**src/rtl/fios_casc_ctrl.sv**
```systemverilog
// Control sequencer for the first PE of the cascaded FIOS Montgomery chain.
// Outputs are registered from the next-state decode so each one is valid in the same cycle as the state it describes.
module fios_casc_ctrl #(
  parameter int  WORD_COUNT    = 8,
  parameter int  DSP_REG_LEVEL = 3,
  localparam int ITER_W        = $clog2(WORD_COUNT)
) (
  input  logic              clock_i,
  input  logic              reset_n_i,
  input  logic              start_i,
  output logic              busy_o,
  output logic              done_o,
  output logic [ITER_W-1:0] iter_idx_o,
  output logic              a_word_rd_o,
  output logic              a_reg_en_o,
  output logic              m_reg_en_o,
  output logic [1:0]        mux_A_sel_o,
  output logic [1:0]        mux_B_sel_o,
  output logic [1:0]        mux_C_sel_o,
  output logic              CREG_en_o,
  output logic [8:0]        OPMODE_o,
  output logic              RES_delay_en_o
);

  localparam int                WAIT_W    = (DSP_REG_LEVEL > 1) ? $clog2(DSP_REG_LEVEL) : 1;
  localparam bit                HAS_WAIT  = (DSP_REG_LEVEL > 1);
  localparam logic [WAIT_W-1:0] WAIT_LOAD = HAS_WAIT ? WAIT_W'(DSP_REG_LEVEL - 2) : '0;
  localparam logic [ITER_W-1:0] ITER_LAST = ITER_W'(WORD_COUNT - 1);
  localparam logic [8:0]        OP_M      = 9'b000000101;
  localparam logic [8:0]        OP_MC     = 9'b000110101;

  // S_LSLOT is the spare cycle between LOAD and AB that makes an iteration 3L+4 cycles long
  typedef enum logic [3:0] {
    S_IDLE, S_LOAD, S_LSLOT, S_AB, S_W_AB, S_MQ, S_W_MQ,
    S_CAPM, S_MP, S_W_MP, S_RESCAP, S_DONE
  } state_t;

  state_t              state_q, state_d;
  logic [ITER_W-1:0]   iter_q, iter_d;
  logic [WAIT_W-1:0]   wait_q, wait_d;
  logic                busy_d, done_d, a_word_rd_d, a_reg_en_d, m_reg_en_d;
  logic                creg_en_d, res_delay_en_d;
  logic [1:0]          mux_a_d, mux_b_d, mux_c_d;
  logic [8:0]          opmode_d;

  // Next-state sequencing plus decode of the outputs for the state being entered
  always_comb begin
    state_d        = state_q;
    iter_d         = iter_q;
    wait_d         = wait_q;
    busy_d         = 1'b0;
    done_d         = 1'b0;
    a_word_rd_d    = 1'b0;
    a_reg_en_d     = 1'b0;
    m_reg_en_d     = 1'b0;
    creg_en_d      = 1'b0;
    res_delay_en_d = 1'b0;
    mux_a_d        = 2'd0;
    mux_b_d        = 2'd0;
    mux_c_d        = 2'd0;
    opmode_d       = 9'h000;

    case (state_q)
      S_IDLE: begin
        if (start_i) state_d = S_LOAD;
        else         state_d = S_IDLE;
      end
      S_LOAD:  state_d = S_LSLOT;
      S_LSLOT: state_d = S_AB;
      S_AB: begin
        if (HAS_WAIT) begin
          state_d = S_W_AB;
          wait_d  = WAIT_LOAD;
        end else begin
          state_d = S_MQ;
        end
      end
      S_W_AB: begin
        if (wait_q == '0) state_d = S_MQ;
        else              wait_d  = wait_q - WAIT_W'(1);
      end
      S_MQ: begin
        if (HAS_WAIT) begin
          state_d = S_W_MQ;
          wait_d  = WAIT_LOAD;
        end else begin
          state_d = S_CAPM;
        end
      end
      S_W_MQ: begin
        if (wait_q == '0) state_d = S_CAPM;
        else              wait_d  = wait_q - WAIT_W'(1);
      end
      S_CAPM: state_d = S_MP;
      S_MP: begin
        if (HAS_WAIT) begin
          state_d = S_W_MP;
          wait_d  = WAIT_LOAD;
        end else begin
          state_d = S_RESCAP;
        end
      end
      S_W_MP: begin
        if (wait_q == '0) state_d = S_RESCAP;
        else              wait_d  = wait_q - WAIT_W'(1);
      end
      S_RESCAP: begin
        if (iter_q == ITER_LAST) begin
          state_d = S_DONE;
          iter_d  = '0;
        end else begin
          state_d = S_LOAD;
          iter_d  = iter_q + ITER_W'(1);
        end
      end
      S_DONE: begin
        iter_d = '0;
        if (start_i) state_d = S_LOAD;
        else         state_d = S_IDLE;
      end
      default: begin
        state_d = S_IDLE;
        iter_d  = '0;
        wait_d  = '0;
      end
    endcase

    busy_d = (state_d != S_IDLE) && (state_d != S_DONE);

    case (state_d)
      S_LOAD: begin
        a_word_rd_d = 1'b1;
        a_reg_en_d  = 1'b1;
      end
      S_AB: begin
        if (iter_d == '0) begin
          opmode_d = OP_M;
        end else begin
          opmode_d  = OP_MC;
          mux_c_d   = 2'd1;
          creg_en_d = 1'b1;
        end
      end
      S_MQ: begin
        mux_a_d  = 2'd1;
        mux_b_d  = 2'd1;
        opmode_d = OP_M;
      end
      S_CAPM: m_reg_en_d = 1'b1;
      S_MP: begin
        mux_a_d   = 2'd2;
        mux_b_d   = 2'd2;
        mux_c_d   = 2'd2;
        opmode_d  = OP_MC;
        creg_en_d = 1'b1;
      end
      S_RESCAP: res_delay_en_d = 1'b1;
      S_DONE:   done_d         = 1'b1;
      default:  done_d         = 1'b0;
    endcase
  end

  // State, counters and registered outputs; reset overrides everything
  always_ff @(posedge clock_i) begin
    if (!reset_n_i) begin
      state_q        <= S_IDLE;
      iter_q         <= '0;
      wait_q         <= '0;
      busy_o         <= 1'b0;
      done_o         <= 1'b0;
      a_word_rd_o    <= 1'b0;
      a_reg_en_o     <= 1'b0;
      m_reg_en_o     <= 1'b0;
      mux_A_sel_o    <= 2'd0;
      mux_B_sel_o    <= 2'd0;
      mux_C_sel_o    <= 2'd0;
      CREG_en_o      <= 1'b0;
      OPMODE_o       <= 9'h000;
      RES_delay_en_o <= 1'b0;
    end else begin
      state_q        <= state_d;
      iter_q         <= iter_d;
      wait_q         <= wait_d;
      busy_o         <= busy_d;
      done_o         <= done_d;
      a_word_rd_o    <= a_word_rd_d;
      a_reg_en_o     <= a_reg_en_d;
      m_reg_en_o     <= m_reg_en_d;
      mux_A_sel_o    <= mux_a_d;
      mux_B_sel_o    <= mux_b_d;
      mux_C_sel_o    <= mux_c_d;
      CREG_en_o      <= creg_en_d;
      OPMODE_o       <= opmode_d;
      RES_delay_en_o <= res_delay_en_d;
    end
  end

  assign iter_idx_o = iter_q;

endmodule

```
**config.mk**
```make
export PLATFORM = sky130hd
export DESIGN_NAME = fios_casc_ctrl
export DESIGN_NICKNAME = d
export VERILOG_FILES = /design/src/rtl/fios_casc_ctrl.sv
export SDC_FILE = /design/constraint.sdc
export NUM_CORES = 1
export LEC_CHECK = 0
export ABC_AREA = 1
export CORE_MARGIN = 2
export CORE_UTILIZATION = 47
export CTS_CLUSTER_SIZE = 20
export DETAILED_ROUTE_END_ITERATION = 16
export PLACE_DENSITY_LB_ADDON = 0.12
export SLEW_MARGIN = 10
export SYNTH_ARGS = -nofsm -noshare
export SYNTH_HDL_FRONTEND = slang
export SYNTH_SLANG_ARGS = --single-unit
```
**constraint.sdc**
```tcl
create_clock -name clock_i -period 1.4 [get_ports clock_i]
set_input_delay 0.21 -clock clock_i [delete_from_list [all_inputs] [get_ports clock_i]]
set_output_delay 0.21 -clock clock_i [all_outputs]
set_load 0.1 [all_outputs]
```
Word-level counts from Yosys, hierarchy flattened. Index checks and enable logic that the tools add are counted.

Word-level logic and storage cells: 68. Input bits: 3. Register bits: 28. Output and inout bits: 25.

Multiplexer cells: 21. Add/sub/neg operators: 2. Reductions and logical operators: 11. Equal/unequal tests: 21. Bitwise operators: 1.

Operators with widths (number): $pmux W4 S11 (1); $eq A4 B4 Y1 const B (7); $eq A4 B3 Y1 const B (6); $pmux W6 S3 (1); $mux W4 (4); $eq A4 B2 Y1 const B (3); $reduce_or A10 Y1 (1); $eq A4 B1 Y1 const B (2); $pmux W2 S2 (2); $mux W1 (7); $mux W6 (1); $pmux W2 S3 (1); $pmux W3 S2 (1); $reduce_or A3 Y1 (2); $reduce_or A6 Y1 (1); $logic_not A4 Y1 (1); $ne A4 B4 Y1 const B (1); $reduce_bool A4 Y1 (1); $add A3 B1 Y3 const B (1); $eq A3 B3 Y1 const B (1); $logic_not A3 Y1 (1); $mux W3 (1); $logic_not A2 Y1 (1); $mux W2 (1); other kinds (7) (7).

Logic depth before layout (Yosys ltp). Gate-level depths: netlist of the first run.

Depth after elaboration: 6. Depth in mapped cells: 10. Depth with buffers taken out: 9.

Least setup slack after synthesis of the first run. No wires, ideal clock.

Kind: register to register. Start: reg iter_q[0], in the netlist iter_idx_o[0]. End: reg CREG_en_o. Setup slack: -0.607 ns. Stages on the path, launching flop included: 10. Data arrival time: 1.893 ns. Buffers on the path: 0. Library setup time: 0.114 ns. Data required time: 1.286 ns. Period minus slack after synthesis: 2.007 ns. Cells stage by stage: dfxtp_1 -> ha_1 -> ha_1 -> nor2_1 -> nand2_1 -> nand2_1 -> nor2_1 -> nand2_1 -> nand3_2 -> nand2_1.

Longest elaborated chain between the ends: 6. Elaborated cells on any way between the ends: 11. Classes of those cells: add/sub (1); eq/ne (3); mux (6); reduce/logical (1).

RTL lines: start, declared (RTL line 39) `logic [ITER_W-1:0] iter_q, iter_d;`; start signal, assigned (RTL line 182) `iter_q <= iter_d;`; $add A3 B1 Y3 or $eq A3 B3 Y1 (tied branches) (RTL line 113, 108); $mux W3 (RTL line 108) `if (iter_q == ITER_LAST) begin`; $pmux W3 S2 (RTL line 63) `case (state_q)`; $logic_not A3 Y1 (RTL line 136) `if (iter_d == '0) begin`; $mux W1 (RTL line 136); $pmux W1 S2 (*) (RTL line 130) `case (state_d)`; end signal, assigned (RTL line 192) `CREG_en_o <= creg_en_d;`; end, declared (RTL line 20) `output logic CREG_en_o,`.

Mark *: on every way between the ends. The rest lies on a longest branch, timed or not. A chain may end at the register's enable or synchronous reset.

Worst setup path after layout of the first run.
Start: reg state_q[1]. End: reg a_reg_en_o.

Longest elaborated chain between the ends: 5. Elaborated cells on any way between the ends: 19. Classes of those cells: eq/ne (12); mux (5); reduce/logical (2).

RTL lines: start, declared (RTL line 38) `state_t state_q, state_d;`; start signal, assigned (RTL line 181) `state_q <= state_d;`; $eq A4 B4 Y1 or $logic_not A4 Y1 (tied branches) (RTL line 63); $reduce_or A2 Y1 (no line); $pmux W4 S11 (*) (RTL line 63); $eq A4 B1 Y1 (*) (RTL line 130); $mux W1 (*) (RTL line 130); end signal, assigned (RTL line 187) `a_reg_en_o <= a_reg_en_d;`; end, declared (RTL line 15) `output logic a_reg_en_o,`.

Marked as above.

==> impl_metrics.env, run 1 <==
export IMPL_status="finished clean"
export IMPL_period_needed_ns=1.28
export IMPL_maxCapViolCount=0
export IMPL_required_ns=1.65
export IMPL_pin_count=28
export IMPL_endpoint="a_reg_en_o$_SDFF_PN0_"
export IMPL_highest_layer="met4"
export IMPL_clk_latency_ns=0.31
export IMPL_setup_tns_final_ns=0
export IMPL_met3_length_microns=134
export IMPL_finClkSkew_ns=0.00546
export IMPL_grt_overflow=0
export IMPL_grt_usage_pct=20.5
export IMPL_fin_cells=200
export IMPL_yosysUniqueCellTypes=23
export IMPL_grt_pass1_wl_microns=4040
export IMPL_syn_avg_cell_area_sq_um=6.98
export IMPL_rows=17
export IMPL_grt_max_degree=12
export IMPL_drive_gt1_share_pct=33.7
export IMPL_final_period_utilization_pct=91.5
export IMPL_synth_top_cell_by_area="dfxtp_1"
export IMPL_postCtsSetupBuffers=0
export IMPL_power_density_nw_per_um2=1020
export IMPL_synth_edf_count=0
export IMPL_route_met2_wl_microns=1230
export IMPL_initial_core_util_pct=49.2
export IMPL_cts_tree="built"
export IMPL_wl_met1_microns=993
export IMPL_p_leak_nw=0.767
export IMPL_worstSetupPathType="register to register"
export IMPL_hold_viol_final=0
export IMPL_r2r_start="state_q[1]$_SDFF_PN0_"
export IMPL_root_buffer="clkbuf_4"
export IMPL_antenna_left=0
export IMPL_critPathLaunch="state_q[1]$_SDFF_PN0_"
export IMPL_setup_ws_ns=0.120
export IMPL_antenna_found_initial=0
export IMPL_whs_ns=0.556
export IMPL_drc=0
export IMPL_cp_start_kind="register"
export IMPL_worstReg2RegEnd="a_reg_en_o$_SDFF_PN0_"
export IMPL_ys_warn_count=0
export IMPL_die_width_microns=51.7
export IMPL_final_max_slew_viol_count=0
export IMPL_hp_class="register to register"
export IMPL_drt_iter0_markers=27
export IMPL_fillerInstances=185
export IMPL_dp_hpwl_microns=1970
export IMPL_vias=956
export IMPL_hold_buffers=0
export IMPL_synth_area_leaders="dfxtp_1, nand2_1, nor2_1"
export IMPL_synth_top_area_share_pct=37.5
export IMPL_place_ws_ns=0.0302
export IMPL_synth_most_common_cell="nand2_1"
export IMPL_max_freq_mhz=781
export IMPL_reg2reg_depth=8
export IMPL_viasPerCell=4.78
export IMPL_io_buffer_count=22
export IMPL_core_area_sq_um=2170
export IMPL_end_kind="register"
export IMPL_postSynthCellCount=153
export IMPL_clk_pin_slew_worst_paths_ns=0.12
export IMPL_cts_buffers=3
export IMPL_grt_pass1_vias=891
export IMPL_first_pass_iters=4
export IMPL_finalPower_mw=1.57
export IMPL_synth_area_sq_um=1070
export IMPL_peakVddDrop_mv=0.730
export IMPL_path_max_fanout=8
export IMPL_cts_max_path_buffers=2
export IMPL_r2r_slack_ns=0.12
export IMPL_arrival_ns=1.53
export IMPL_routed_wirelength_microns=2420
export IMPL_area_growth_pct=44.2
export IMPL_setup_viol=0
export IMPL_dp_cells=196
export IMPL_ys_flop_type="dfxtp_1"
export IMPL_post_drt_wl_per_cell_microns=12.1
export IMPL_synthTopCellsByCount="nand2_1, nor2_1, dfxtp_1"
export IMPL_ys_seq_elements=20
export IMPL_async_flop_share_pct=0
export IMPL_cts_sinks=20
export IMPL_ys_seq_area_share_pct=37.5
export IMPL_rsz0062_at_grt="no"
export IMPL_cts_htree_levels=1
export IMPL_chipHeight_microns=51.7
export IMPL_diodes=0
export IMPL_finalNetCount=179
export IMPL_fp_dieArea_sq_um=2670
export IMPL_gp_congestion=0.898
## stage by stage
| stage | cell area (sq um) | utilization [%] |
|---|---|---|
| 4_1_cts | 1530 | 70.3 |
| 5_1_grt | 1540 | 70.9 |
| 2_1_floorplan | 1120 | - |
| 3_5_place_dp | 1500 | 69.0 |
| 3_3_place_gp | 1500 | 69.0 |
| 6_report | 1540 | 70.9 |
## layer usage
layer  vias up  GRT usage [%]
li1        487              -
met1       425           24.7
met2        37           35.9
met3         7           2.01
met4         0           10.5
met5         -              0
## registers in the layout (all words and copies together) (netlist names)
name / count
OPMODE_o: 2
CREG_en_o: 1
iter_idx_o: 3
a_reg_en_o: 1
state_q: 4
done_o: 1
busy_o: 1
mux_B_sel_o: 2
m_reg_en_o: 1
mux_C_sel_o: 1
wait_q: 2
RES_delay_en_o: 1
## how the worst min path moves through the flow
stage	cells after the start	from	to
global placement	4	wait_q[1]$_SDFFE_PN0P_	wait_q[1]$_SDFFE_PN0P_
detailed placement	2	iter_idx_o[1]$_SDFF_PN0_	iter_idx_o[1]$_SDFF_PN0_
floorplan	2	reset_n_i	state_q[1]$_SDFF_PN0_
global route	2	iter_idx_o[2]$_SDFF_PN0_	iter_idx_o[2]$_SDFF_PN0_
CTS	2	iter_idx_o[1]$_SDFF_PN0_	iter_idx_o[1]$_SDFF_PN0_
finish	2	iter_idx_o[1]$_SDFF_PN0_	iter_idx_o[1]$_SDFF_PN0_
## report_power, final
group | total [mW] | internal, mW | switching [mW]
Sequential | 0.652 | 0.605 | 0.0474
Clock | 0.289 | 0.104 | 0.185
Combinational | 0.630 | 0.197 | 0.433
Total | 1.57 | 0.906 | 0.666
## worst max-delay path, cell delays in order (launching register included)
cell      delay, ns
dfxtp_2        0.46
nand2_4        0.09
inv_1          0.09
nand2_1        0.07
nand2_1        0.11
nand2_1        0.09
nand3b_1       0.11
nand2_1        0.08
nor2b_2        0.12
## what timing repair did
action | 4_1_cts | 5_1_grt
endpoints found under the setup margin | 1 | 6
hold endpoints to repair | 0 | 0
resized for setup | 1 | 7
## cells in the final DEF (no fill, tap or decap)
master and n:
clkbuf_4 3, buf_12 20, nand2_4 2, ha_2 1, nand2_1 39, nor2_1 25
nand2_2 2, nand3_1 8, and3_1 1, nand3_2 3, nand3b_1 1, nor2_4 2
dfxtp_2 8, inv_1 16, dfxtp_4 4, buf_4 2, clkinv_1 1, nand4_1 1
inv_2 4, o21ai_0 1, nor2_2 4, dfxtp_1 8, a21oi_1 5, conb_1 5
clkdlybuf4s50_1 2, nor2b_2 1, a31oi_1 1, ha_4 2
## kinds of logic after synthesis
kind of cell / count (synthesis) / share of synthesized area (%)
other cells: 1 / 0.351
fa+ha+maj: 3 / 3.52
buf+inv: 33 / 16.2
simple gates: 89 / 39.0
flops: 20 / 37.5
compound gates: 7 / 3.40
## cell type report
| class | count | area [sq um] | area share [%] |
|---|---|---|---|
| multi-input cells | 104 | 542 | 35.2 |
| repair buffers | 24 | 435 | 28.3 |
| flip-flops and latches | 20 | 425 | 27.6 |
| clock inverters | 1 | 3.75 | 0.244 |
| inverters | 20 | 75.1 | 4.88 |
| clock buffers | 3 | 22.5 | 1.46 |
| well taps | 28 | 35.0 | 2.28 |
Note: power is estimated with default switching activity, not from simulation.
==> run 2, diff against run 1 <==
CORE_UTILIZATION = 45   (was 47)
==> run 2 against run 1 <==
  * Combinational power decreased by 1%
  * Largest cell class unchanged
  * Final cell count increased by 1.0%
  * Die area increased by 4.1%
  * Highest routed layer unchanged
  * Fmax decreased by 0.74%
  * Hold slack got worse by 0.0086 ns
==> impl_metrics.env, run 2 (synthesized netlist as in run 1, its figures left out) <==
export IMPL_crit_chain="ha_4 -> ha_4 -> nor2_1 -> nand2_1 -> nand2_1 -> nor2_2 -> nand2_1 -> nand3_2 -> nand2_1"
export IMPL_io_buffer_count=22
export IMPL_fin_cells=202
export IMPL_diodes=0
export IMPL_final_cell_mix="nand2_1, nor2_1, buf_12, inv_1"
export IMPL_routed_wirelength_microns=2250
export IMPL_max_freq_mhz=775
export IMPL_critPathSlowestCell="dfxtp_4"
export IMPL_r2r_start="iter_idx_o[1]$_SDFF_PN0_"
export IMPL_clk_latency_ns=0.31
export IMPL_finClkSkew_ns=0.00475
export IMPL_required_ns=1.66
export IMPL_drc=0
export IMPL_rows=17
export IMPL_final_max_slew_viol_count=0
export IMPL_drt_iter0_markers=15
export IMPL_root_buffer="clkbuf_4"
export IMPL_status="finished clean"
export IMPL_cp_top_family="simple AND/OR/NAND/NOR gates"
export IMPL_antenna_found_initial=0
export IMPL_final_period_utilization_pct=92.1
export IMPL_cts_tree="built"
export IMPL_cts_htree_levels=1
export IMPL_setup_tns_final_ns=0
export IMPL_hold_buffers=0
export IMPL_cts_buffers=3
export IMPL_power_density_nw_per_um2=1000
export IMPL_grt_pass1_wl_microns=3790
export IMPL_area_growth_pct=45.4
export IMPL_fp_dieArea_sq_um=2780
export IMPL_largest_reg_flops=4
export IMPL_hp_class="register to register"
export IMPL_cp_start_kind="register"
export IMPL_vias=972
export IMPL_r2r_slack_ns=0.11
export IMPL_final_common_cell="nand2_1"
export IMPL_gp_congestion=0.874
export IMPL_peakVddDrop_mv=1.18
export IMPL_chipHeight_microns=52.7
export IMPL_worstReg2RegEnd="OPMODE_o[4]$_SDFF_PN0_"
export IMPL_grt_max_degree=12
export IMPL_top_register="state_q"
export IMPL_slowest_delay_ns=0.38
export IMPL_grt_pass1_vias=887
export IMPL_grt_usage_pct=18.9
export IMPL_end_kind="register"
export IMPL_path_max_fanout=3
export IMPL_antenna_left=0
export IMPL_dp_cells=196
export IMPL_path_depth=9
export IMPL_p_leak_nw=0.779
export IMPL_die_width_microns=52.7
export IMPL_viasPerCell=4.81
export IMPL_drive_gt1_share_pct=33.9
export IMPL_clk_pin_slew_worst_paths_ns=0.11
export IMPL_endpoint="OPMODE_o[4]$_SDFF_PN0_"
export IMPL_arrival_ns=1.55
export IMPL_initial_core_util_pct=47.8
export IMPL_period_needed_ns=1.29
export IMPL_rsz0062_at_grt="no"
export IMPL_cts_max_path_buffers=2
export IMPL_worst_path_most_repeated_cell="nand2_1"
export IMPL_final_util_pct=69.5
export IMPL_critPathLaunch="iter_idx_o[1]$_SDFF_PN0_"
export IMPL_hold_viol_final=0
export IMPL_first_pass_iters=4
export IMPL_setup_viol=0
export IMPL_pin_count=28
export IMPL_whs_ns=0.547
export IMPL_grt_overflow=0
export IMPL_post_drt_wl_per_cell_microns=11.1
export IMPL_reg2reg_depth=9
export IMPL_path_buf_inv=0
export IMPL_cts_sinks=20
export IMPL_dp_hpwl_microns=1820
export IMPL_maxCapViolCount=0
export IMPL_worstSetupPathType="register to register"
export IMPL_core_area_sq_um=2230
export IMPL_finalNetCount=181
-- run 2: cell types whose count changed in the layout (fill, tap and decap cells not counted) --
| cell | change |
|---|---|
| buf_4 | +2 |
| ha_1 | +1 |
| ha_2 | -1 |
| o21ai_0 | -1 |
| o21ai_1 | +1 |
-- run 2: power breakdown --
part / switching, mW / leakage, nW / internal, mW
Clock: 0.180 / 0.0154 / 0.104
Sequential: 0.0461 / 0.169 / 0.605
Combinational: 0.427 / 0.594 / 0.193
Total: 0.654 / 0.779 / 0.902
-- run 2: routing by layer --
| metal | wire length [microns] | GRT usage [%] | vias to the layer above | share of wire [%] |
|---|---|---|---|---|
| li1 | - | - | 494 | - |
| met1 | 929 | 22.7 | 440 | 41 |
| met2 | 1150 | 31.0 | 33 | 51 |
| met3 | 121 | 4.00 | 5 | 5.4 |
| met4 | 44 | 10.3 | 0 | 2.0 |
| met5 | 0 | 0 | - | 0 |
-- run 2: worst min-delay path by stage --
stage,start,slack [ns],to,depth (start not counted)
global placement,wait_q[1]$_SDFFE_PN0P_,0.52,wait_q[1]$_SDFFE_PN0P_,4
detailed placement,wait_q[1]$_SDFFE_PN0P_,0.53,wait_q[1]$_SDFFE_PN0P_,4
CTS,wait_q[1]$_SDFFE_PN0P_,0.55,wait_q[1]$_SDFFE_PN0P_,4
global route,iter_idx_o[2]$_SDFF_PN0_,0.59,iter_idx_o[2]$_SDFF_PN0_,2
finish,wait_q[1]$_SDFFE_PN0P_,0.55,wait_q[1]$_SDFFE_PN0P_,4
floorplan,reset_n_i,0.31,state_q[1]$_SDFF_PN0_,2
-- run 2: final cells by class --
class	count	area [sq um]
fill	176	682
multi-input combinational	104	539
timing repair buffer	26	450
sequential	20	425
inverter	20	75.1
tap	28	35.0
clock buffer	3	22.5
clock inverter	1	3.75
-- run 2: what timing repair did --
action,in CTS,in global routing
buffers inserted,0,2
endpoints found under the setup margin,0,9
gates resized for setup,0,8
-- run 2: worst min-delay path, stage by stage, from the launching register on --
cell and delay [ns]:
dfxtp_1 0.31, inv_1 0.07, nand2_1 0.06, nand2_1 0.05, nor2_1 0.03
-- run 2: per-stage QoR --
stage	power [mW]	setup slack (ns)	instance area, sq um
final	1.56	0.110	1550
after global placement	1.27	0.0900	1500
after detailed placement	1.28	0.0337	1500
after CTS	1.57	0.00924	1520
after global routing	1.65	0.0117	1550
after floorplan	1.14	0.0197	1120
